[config.mk]
export PLATFORM = sky130hd
export DESIGN_NAME = ph_cache_reader
export DESIGN_NICKNAME = d
export VERILOG_FILES = /design/src/rtl/ph_cache_reader.sv
export SDC_FILE = /design/constraint.sdc
export NUM_CORES = 1
export LEC_CHECK = 0
export BUFFER_PORTS_ARGS = -buffer_cell sky130_fd_sc_hd__buf_4
export CAP_MARGIN = 10
export CORE_ASPECT_RATIO = 1.25
export CORE_MARGIN = 2
export CORE_UTILIZATION = 40
export CTS_BUF_LIST = sky130_fd_sc_hd__clkbuf_2
export CTS_CLUSTER_DIAMETER = 150
export DETAILED_ROUTE_END_ITERATION = 8
export GPL_TIMING_DRIVEN = 0
export HOLD_SLACK_MARGIN = 0.1
export SLEW_MARGIN = 20
export SYNTH_ARGS = -nofsm -noshare
export SYNTH_HDL_FRONTEND = slang
export SYNTH_SLANG_ARGS = --single-unit
[constraint.sdc]
create_clock -name clk -period 3.4 [get_ports clk]
set_input_delay 0.68 -clock clk [delete_from_list [all_inputs] [get_ports clk]]
set_output_delay 0.68 -clock clk [all_outputs]
set_load 0.02 [all_outputs]
[src/rtl/ph_cache_reader.sv]
// Drains one stored pulse-height frame from the PH cache B port and streams it
// out as a 16-bit AXI-stream, with a credit-controlled FIFO hiding read latency.
module ph_cache_reader #(
    parameter int FRAME_WORDS = 256,
    parameter int RD_LAT      = 1,
    parameter int FIFO_DEPTH  = 4,
    parameter int DATA_W      = 16
) (
    input  logic              clk,
    input  logic              rst_n,
    input  logic              frame_rdy,
    input  logic              axi_cache_read,
    output logic              cache_enb,
    output logic [7:0]        cache_raddr,
    input  logic [DATA_W-1:0] cache_data,
    output logic [DATA_W-1:0] m_axis_tdata,
    output logic              m_axis_tvalid,
    input  logic              m_axis_tready,
    output logic              m_axis_tlast,
    output logic              busy,
    output logic              frame_done,
    output logic [7:0]        ovr_cnt
);
    localparam int            PW        = (FIFO_DEPTH > 1) ? $clog2(FIFO_DEPTH) : 1;
    localparam int            CW        = $clog2(FIFO_DEPTH + 1);
    localparam logic [7:0]    LAST_ADDR = 8'(FRAME_WORDS - 1);
    localparam logic [PW-1:0] PTR_MAX   = PW'(FIFO_DEPTH - 1);
    localparam logic [CW:0]   DEPTH_C   = (CW + 1)'(FIFO_DEPTH);

    typedef enum logic [1:0] {IDLE, READ, DRAIN} state_t;

    state_t            state_q;
    logic              pending_q, busy_q, done_q;
    logic [7:0]        raddr_q, ovr_q;

    logic [RD_LAT-1:0] vld_q, vld_d, lst_q, lst_d;
    logic [DATA_W-1:0] fifo_dat [FIFO_DEPTH];
    logic              fifo_lst [FIFO_DEPTH];
    logic [PW-1:0]     wr_ptr_q, rd_ptr_q;
    logic [CW-1:0]     cnt_q, cnt_d, inflight;
    logic [CW:0]       occ;
    logic              credit, issue, push, pop;

    function automatic logic [7:0] sat_inc8(input logic [7:0] v);
        return (v == 8'hFF) ? v : v + 8'd1;
    endfunction

    function automatic logic [PW-1:0] ptr_inc(input logic [PW-1:0] p);
        return (p == PTR_MAX) ? '0 : p + PW'(1);
    endfunction

    // Credit uses the registered FIFO count, so a pop frees space one cycle later.
    always_comb begin
        inflight = '0;
        for (int i = 0; i < RD_LAT; i++) inflight = inflight + CW'(vld_q[i]);
        occ      = {1'b0, cnt_q} + {1'b0, inflight};
        credit   = occ < DEPTH_C;
        issue    = (state_q == READ) && credit;
        push     = vld_q[RD_LAT-1];
        pop      = m_axis_tvalid && m_axis_tready;
        cnt_d    = cnt_q + CW'(push) - CW'(pop);
        vld_d    = '0;
        lst_d    = '0;
        vld_d[0] = issue;
        lst_d[0] = issue && (raddr_q == LAST_ADDR);
        for (int i = 1; i < RD_LAT; i++) begin
            vld_d[i] = vld_q[i-1];
            lst_d[i] = lst_q[i-1];
        end
    end

    always_ff @(posedge clk) begin
        if (!rst_n) begin
            state_q   <= IDLE;
            raddr_q   <= '0;
            pending_q <= 1'b0;
            busy_q    <= 1'b0;
            done_q    <= 1'b0;
            ovr_q     <= '0;
        end else begin
            done_q <= 1'b0;
            if (frame_rdy && pending_q)
                ovr_q <= sat_inc8(ovr_q);
            else if (frame_rdy)
                pending_q <= 1'b1;
            case (state_q)
                IDLE: begin
                    if ((pending_q || frame_rdy) && !axi_cache_read) begin
                        state_q   <= READ;
                        raddr_q   <= '0;
                        pending_q <= 1'b0;
                        busy_q    <= 1'b1;
                    end
                end
                READ: begin
                    if (issue) begin
                        if (raddr_q == LAST_ADDR) begin
                            state_q <= DRAIN;
                            raddr_q <= '0;
                        end else begin
                            raddr_q <= raddr_q + 8'd1;
                        end
                    end
                end
                DRAIN: begin
                    if (cnt_d == '0 && vld_d == '0) begin
                        state_q <= IDLE;
                        busy_q  <= 1'b0;
                        done_q  <= 1'b1;
                    end
                end
                default: state_q <= IDLE;
            endcase
        end
    end

    // Read-return stage: tag pipeline and FIFO occupancy.
    always_ff @(posedge clk) begin
        if (!rst_n) begin
            vld_q    <= '0;
            cnt_q    <= '0;
            wr_ptr_q <= '0;
            rd_ptr_q <= '0;
        end else begin
            vld_q <= vld_d;
            cnt_q <= cnt_d;
            if (push) wr_ptr_q <= ptr_inc(wr_ptr_q);
            if (pop)  rd_ptr_q <= ptr_inc(rd_ptr_q);
        end
    end

    always_ff @(posedge clk) begin
        lst_q <= lst_d;
        if (push) begin
            fifo_dat[wr_ptr_q] <= cache_data;
            fifo_lst[wr_ptr_q] <= lst_q[RD_LAT-1];
        end
    end

    // Output stage: head entry is masked while empty so a flushed FIFO shows zeros.
    assign cache_enb     = issue;
    assign cache_raddr   = raddr_q;
    assign m_axis_tvalid = (cnt_q != '0);
    assign m_axis_tdata  = m_axis_tvalid ? fifo_dat[rd_ptr_q] : '0;
    assign m_axis_tlast  = m_axis_tvalid && fifo_lst[rd_ptr_q];
    assign busy          = busy_q;
    assign frame_done    = done_q;
    assign ovr_cnt       = ovr_q;

endmodule
==> summary.md, run 1 <==
| Metric | Value |
|---|---|
| Status | finished clean |
| Total wire length | 7.54 mm |
| Data required time of the worst path | 2.72 ns |
| Max Freq | 0.317 GHz |
| Commonest non-fill, non-tap cell in the layout | edfxtp_1 |
| Crit share post-route | 92.9% |
| Grt total ovfl | 0 |
| Mapped Cells | 277 |
| Io pins | 58 |
| Setup violations, final | 0 |
| Synth Flop Type | edfxtp_1 |
| DIE WIDTH | 94.2 um |
| Initial antenna violation count | 0 |
| Peak supply drop | 244 uV |
| Row count | 41 |
| CTS Sinks | 100 |
| Crit start category | register |
| Critical path arrival | 2.48 ns |
| CTS tree | done |
| Most frequent cells in the layout | edfxtp_1, buf_4, dfxtp_1 |
| WS Path Type | reg -> out |
| Crit path time final | 3.16 ns |
| Seq/Total Area, Yosys | 65.9% |
| Post-route cell area | 4770 um2 |
| Vias per Instance | 5.11 |
| Syn-to-layout area delta | 17.3% |
| CORE AREA | 10000 um2 |
| Port bufs | 57 |
| Routability cong. | 0.826 |
| DRC viols | 0 |
| PwrDens | 602 nW/um2 |
| ANT cells | 0 |
| Worst-Skew Late Latency | 0.57 ns |
| Post-synthesis instance area | 4070 um2 |
| Non-filler cells, final | 478 |
| Initial Utilization | 40.7% |
| Worst setup EP type | output pin |
| Root Buffer | clkbuf_2 |
| Layout Skew | 0.0383 ns |
| Hold Fails Final Rpt | 0 |
| Drt wl/cell | 15.8 um |
| Num CTS Buffers | 9 |
| Fin. max-slew vios | 0 |
| Ys Warns | 0 |
| Layout cells sized above 1 | 28.4% |
| Initial drt markers | 103 |
| Total Routing Usage GR | 14.6% |
| H-tree Lvls | 3 |
| Vias in the first global route | 2484 |
| Seq cells post-synth | 100 |
| DIE AREA | 11000 um2 |
| Worst-path clk slew | 0.30 ns |
| First-pass GRT wire length | 12.1 mm |
| Ys async rst share | 0% |
| Crit-path max FO | 10 |
| Cts hold-fix bufs | 0 |
| Placed inst area | 4660 um2 |
| Worst min-delay path class | in -> reg |
| Leakage | 1.73 nW |
| Syn_nets | 308 |
| Synth Area per Inst | 14.7 um2 |
| Setup TNS | 0 ns |
| Vias | 2442 |
| Max-Cap Viols | 0 |
| Nets@finish | 375 |
| Post-CTS setup repair buffer count | 0 |
| RSZ-0062 raised after global routing | no |
| Die Ht | 117 um |
| EDFF count, synth | 68 |
| Clock Tree Buf Depth | 2 |
| Unique masters post-synth | 43 |
| Worst slew pin tran | 0.919 ns |
| Placed Instances | 463 |
| Drt pass-1 iters | 4 |
| ANT nets after route | 0 |
| Slew headroom | 38.7% |
| Hold WS | 0.279 ns |
| Largest net degree at the start of global routing | 20 |
| Filler instances | 914 |
| Final core utilization | 47.7% |
| Post-DP HPWL | 5.06 mm |
## final timing paths
check	slack (ns)	cells after the start	end	startpoint
max	0.24	5	m_axis_tdata[5]	register
min	0.28	1	fifo_dat[3][4]$_DFFE_PP_	cache_data[4]
max reg2reg	0.36	11	busy$_SDFFE_PN0P_	cnt_q[1]$_SDFF_PN0_
min reg2reg	0.52	0	fifo_lst[0]$_DFFE_PP_	lst_q$_DFF_P_
## power breakdown
group	total (mW)	switching, mW	internal, mW
logic	0.941	0.505	0.437
clock network	0.539	0.423	0.116
registers	1.39	0.0411	1.35
total	2.87	0.968	1.90
## synthesized netlist by cell type, types with 5 or more instances
master | number | area [um2]
edfxtp_1 | 68 | 2040
dfxtp_1 | 32 | 641
nor2_1 | 29 | 109
and2_1 | 24 | 150
mux4_2 | 17 | 383
a21oi_1 | 12 | 60.1
ha_1 | 9 | 113
nand3_1 | 8 | 40.0
clkbuf_1 | 7 | 26.3
nand2_1 | 7 | 26.3
inv_1 | 6 | 22.5
mux2i_1 | 5 | 50.1
o21ai_0 | 5 | 25.0
## registers in the layout (all words and copies together) (netlist names), named ones only
name,cells
fifo_dat,64
cache_raddr,8
ovr_cnt,8
fifo_lst,4
cnt_q,3
rd_ptr_q,2
state_q,2
wr_ptr_q,2
busy,1
frame_done,1
lst_q,1
pending_q,1
push,1
## repair_timing
item                                    in CTS  in global routing
gates resized for setup                      2                  1
gates cloned                                 0                  0
hold endpoints to repair                     0                  0
endpoints found under the setup margin       3                  1
## stage by stage
stage	total power, mW	worst slack (ns)
after CTS	2.91	0.143
after detailed placement	2.37	-0.0337
after global routing	3.05	0.0293
after global placement	2.36	0.0167
final	2.87	0.242
after floorplan	2.01	0.382
## layer usage
metal | up-vias | GRT usage [%] | wire [um]
met5 | - | 0 | 0
met2 | 71 | 24.6 | 3740
met1 | 1188 | 17.4 | 3160
met4 | 0 | 5.99 | 119
li1 | 1171 | - | -
met3 | 12 | 4.45 | 529
## cell families (layout without fill, tap and decap cells)
kind of cell    count (synthesis)  after routing  share of synthesized area (%)
flops                         100            100                           65.9
simple gates                   93             93                           12.3
compound gates                 29             29                           4.74
mux                            22             22                           10.6
buf+inv                        17             89                           1.81
fa+ha+maj                      10             10                           3.26
xor+xnor                        6              6                           1.29
## area by class of cell
type | instances | area (um2) | share of cell area, %
Sequential cell | 100 | 2680 | 56.2
Multi-Input combinational cell | 160 | 1320 | 27.6
Timing Repair Buffer | 57 | 428 | 8.97
Tap cell | 129 | 161 | 3.38
Clock inverter | 7 | 63.8 | 1.34
Clock buffer | 9 | 45.0 | 0.944
Buffer | 9 | 45.0 | 0.944
Inverter | 7 | 26.3 | 0.551
## critical path, cell delays in order (launching register included)
cell and delay, ns:
dfxtp_1 0.37, buf_2 0.26, buf_2 0.40, mux4_2 0.55, and2_1 0.18, buf_4 0.15
(Power assumes the default switching activity.)
==> inputs of run 2 (changes only) <==
Settings changed: CORE_ASPECT_RATIO 1.25 to 1.5.
==> summary.md, run 2 (synthesized netlist as in run 1, its figures left out) <==
| Metric | Value |
|---|---|
| Status | finished clean |
| Largest net degree at the start of global routing | 18 (-10%) |
| Worst-Skew Late Latency | 0.54 ns (-0.03 ns) |
| Setup violations, final | 0 (unchanged) |
| Placed inst area | 4640 um2 (-0.32%) |
| Clock Tree Buf Depth | 2 (unchanged) |
| Row count | 45 (+9.8%) |
| CTS Sinks | 100 (unchanged) |
| ANT cells | 0 (unchanged) |
| Initial antenna violation count | 0 (unchanged) |
| Post-CTS setup repair buffer count | 0 (unchanged) |
| Vias in the first global route | 2418 (-2.7%) |
| CTS tree | done |
| Reg with most FFs | fifo_dat |
| Routability cong. | 0.810 (-2.0%) |
| Clock Power Share | 16.9% (-1.9 points) |
| Crit share post-route | 91.3% (-1.6 points) |
| Vias | 2435 (-0.29%) |
| Io pins | 58 (unchanged) |
| DIE AREA | 11000 um2 (+0.10%) |
| DIE WIDTH | 86.3 um (-8.3%) |
| Hold WS | 0.316 ns (+0.0367 ns) |
| Filler instances | 925 (+1.2%) |
| Worst min-delay path class | in -> reg |
| Drt wl/cell | 15.8 um (+0.29%) |
| Commonest non-fill, non-tap cell in the layout | edfxtp_1 |
| Grt total ovfl | 0 (unchanged) |
| Setup TNS | 0 ns (unchanged) |
| Num CTS Buffers | 9 (unchanged) |
| Most frequent cells in the layout | edfxtp_1, buf_4, dfxtp_1 |
| Initial Utilization | 40.6% (-0.076 points) |
| RSZ-0062 raised after global routing | no |
| Initial drt markers | 152 (+48%) |
| Max-Cap Viols | 0 (unchanged) |
| Crit path time final | 3.10 ns (-0.0551 ns) |
| Max Freq | 0.322 GHz (+1.8%) |
| Fin. max-slew vios | 0 (unchanged) |
| Largest register FFs | 64 (unchanged) |
| Drt pass-1 iters | 4 (unchanged) |
| Leakage | 1.73 nW (-0.26%) |
| Worst setup EP type | output pin |
| DRC viols | 0 (unchanged) |
| Nets@finish | 375 (unchanged) |
| Crit start category | register |
| Die Ht | 128 um (+9.2%) |
| Final core utilization | 47.3% (-0.43 points) |
| Layout Skew | 0.0257 ns (-0.0127 ns) |
| PwrDens | 591 nW/um2 (-1.8%) |
| Post-route cell area | 4740 um2 (-0.71%) |
| Sequential power share | 49.6% (+1.2 points) |
| Port bufs | 57 (unchanged) |
| Layout cells sized above 1 | 28.1% (-0.29 points) |
| P_int | 1.89 mW (-0.83%) |
| Post-DP HPWL | 5.04 mm (-0.50%) |
| Worst-path clk slew | 0.26 ns (-0.04 ns) |
| WS Path Type | reg -> out |
| Worst slew pin tran | 0.912 ns (-0.00690 ns) |
| H-tree Lvls | 3 (unchanged) |
| CORE AREA | 10000 um2 (+0.19%) |
| Power Total | 2.80 mW (-2.5%) |
| Hold Fails Final Rpt | 0 (unchanged) |
| Cts hold-fix bufs | 0 (unchanged) |
| Critical path arrival | 2.42 ns (-0.06 ns) |
| Combinational fraction of design power | 33.5% (+0.7 points) |
| ANT nets after route | 0 (unchanged) |
| Psw | 913 uW (-5.7%) |
| Data required time of the worst path | 2.72 ns (about the same) |
| First-pass GRT wire length | 11.9 mm (-1.7%) |
| Root Buffer | clkbuf_2 |
| Total wire length | 7.38 mm (-2.2%) |
| Total Routing Usage GR | 14.1% (-0.48 points) |
| Peak supply drop | 258 uV (+5.9%) |
| Slew headroom | 39.2% (+0.46 points) |
| Sw Share | 32.6% (-1.1 points) |
| Vias per Instance | 5.23 (+2.3%) |
| Crit-path max FO | 10 (unchanged) |
| Syn-to-layout area delta | 16.4% |
## run 2: cell types whose count changed in the layout (fill, tap and decap cells not counted), sizes merged
| cell | change |
|---|---|
| inv | -3 |
| clkbuf | +1 |
| clkinvlp | -1 |
| clkinv | +3 |
## run 2: final timing paths
check                       from                       end  slack, ns  cells past startpoint
max                     register          m_axis_tdata[13]       0.30                      5
min                cache_data[4]  fifo_dat[3][4]$_DFFE_PP_       0.32                      1
max reg2reg  cnt_q[1]$_SDFF_PN0_         busy$_SDFFE_PN0P_       0.36                     11
min reg2reg    busy$_SDFFE_PN0P_         busy$_SDFFE_PN0P_       0.52                      2
## run 2: repair_timing
item,4_1_cts,5_1_grt
setup endpoints to repair,1,11
resized for setup,1,3
cloned,0,0
## run 2: critical path, stage by stage (launching register included)
cell     delay, ns
dfxtp_1       0.35
buf_2         0.26
buf_2         0.40
mux4_2        0.57
and2_1        0.17
buf_4         0.15
## run 2: area by class of cell
cell class | instances | area [um2] | share of cell area [%]
plain buffers | 9 | 45.0 | 0.951
multi-input cells | 160 | 1320 | 27.8
clock buffers | 10 | 50.0 | 1.06
repair buffers | 57 | 428 | 9.04
clock inverters | 6 | 40.0 | 0.845
inverters | 7 | 26.3 | 0.555
well taps | 117 | 146 | 3.09
flip-flops and latches | 100 | 2680 | 56.6
## run 2: power groups by stage
stage / registers, mW / clock network (mW) / logic, mW
after floorplan: 1.41 / 0 / 0.604
after global placement: 1.41 / 0 / 0.943
after detailed placement: 1.42 / 0 / 0.949
after CTS: 1.39 / 0.499 / 0.950
after global routing: 1.40 / 0.542 / 1.03
final: 1.39 / 0.473 / 0.937
## run 2: routing by layer
metal  track usage (%)  up-vias  share of wire, %
met5                 0        -                 0
met1              16.5     1197                40
li1                  -     1172                 -
met4              6.16        0               1.7
met2              23.9       57                53
met3              3.88        9               5.2
## run 2: stage by stage
stage / setup WS, ns / instances
after floorplan: 0.382 / 277
after global placement: -0.0373 / 451
after detailed placement: -0.0201 / 451
after CTS: 0.0626 / 466
after global routing: 0.0787 / 466
final: 0.297 / 466
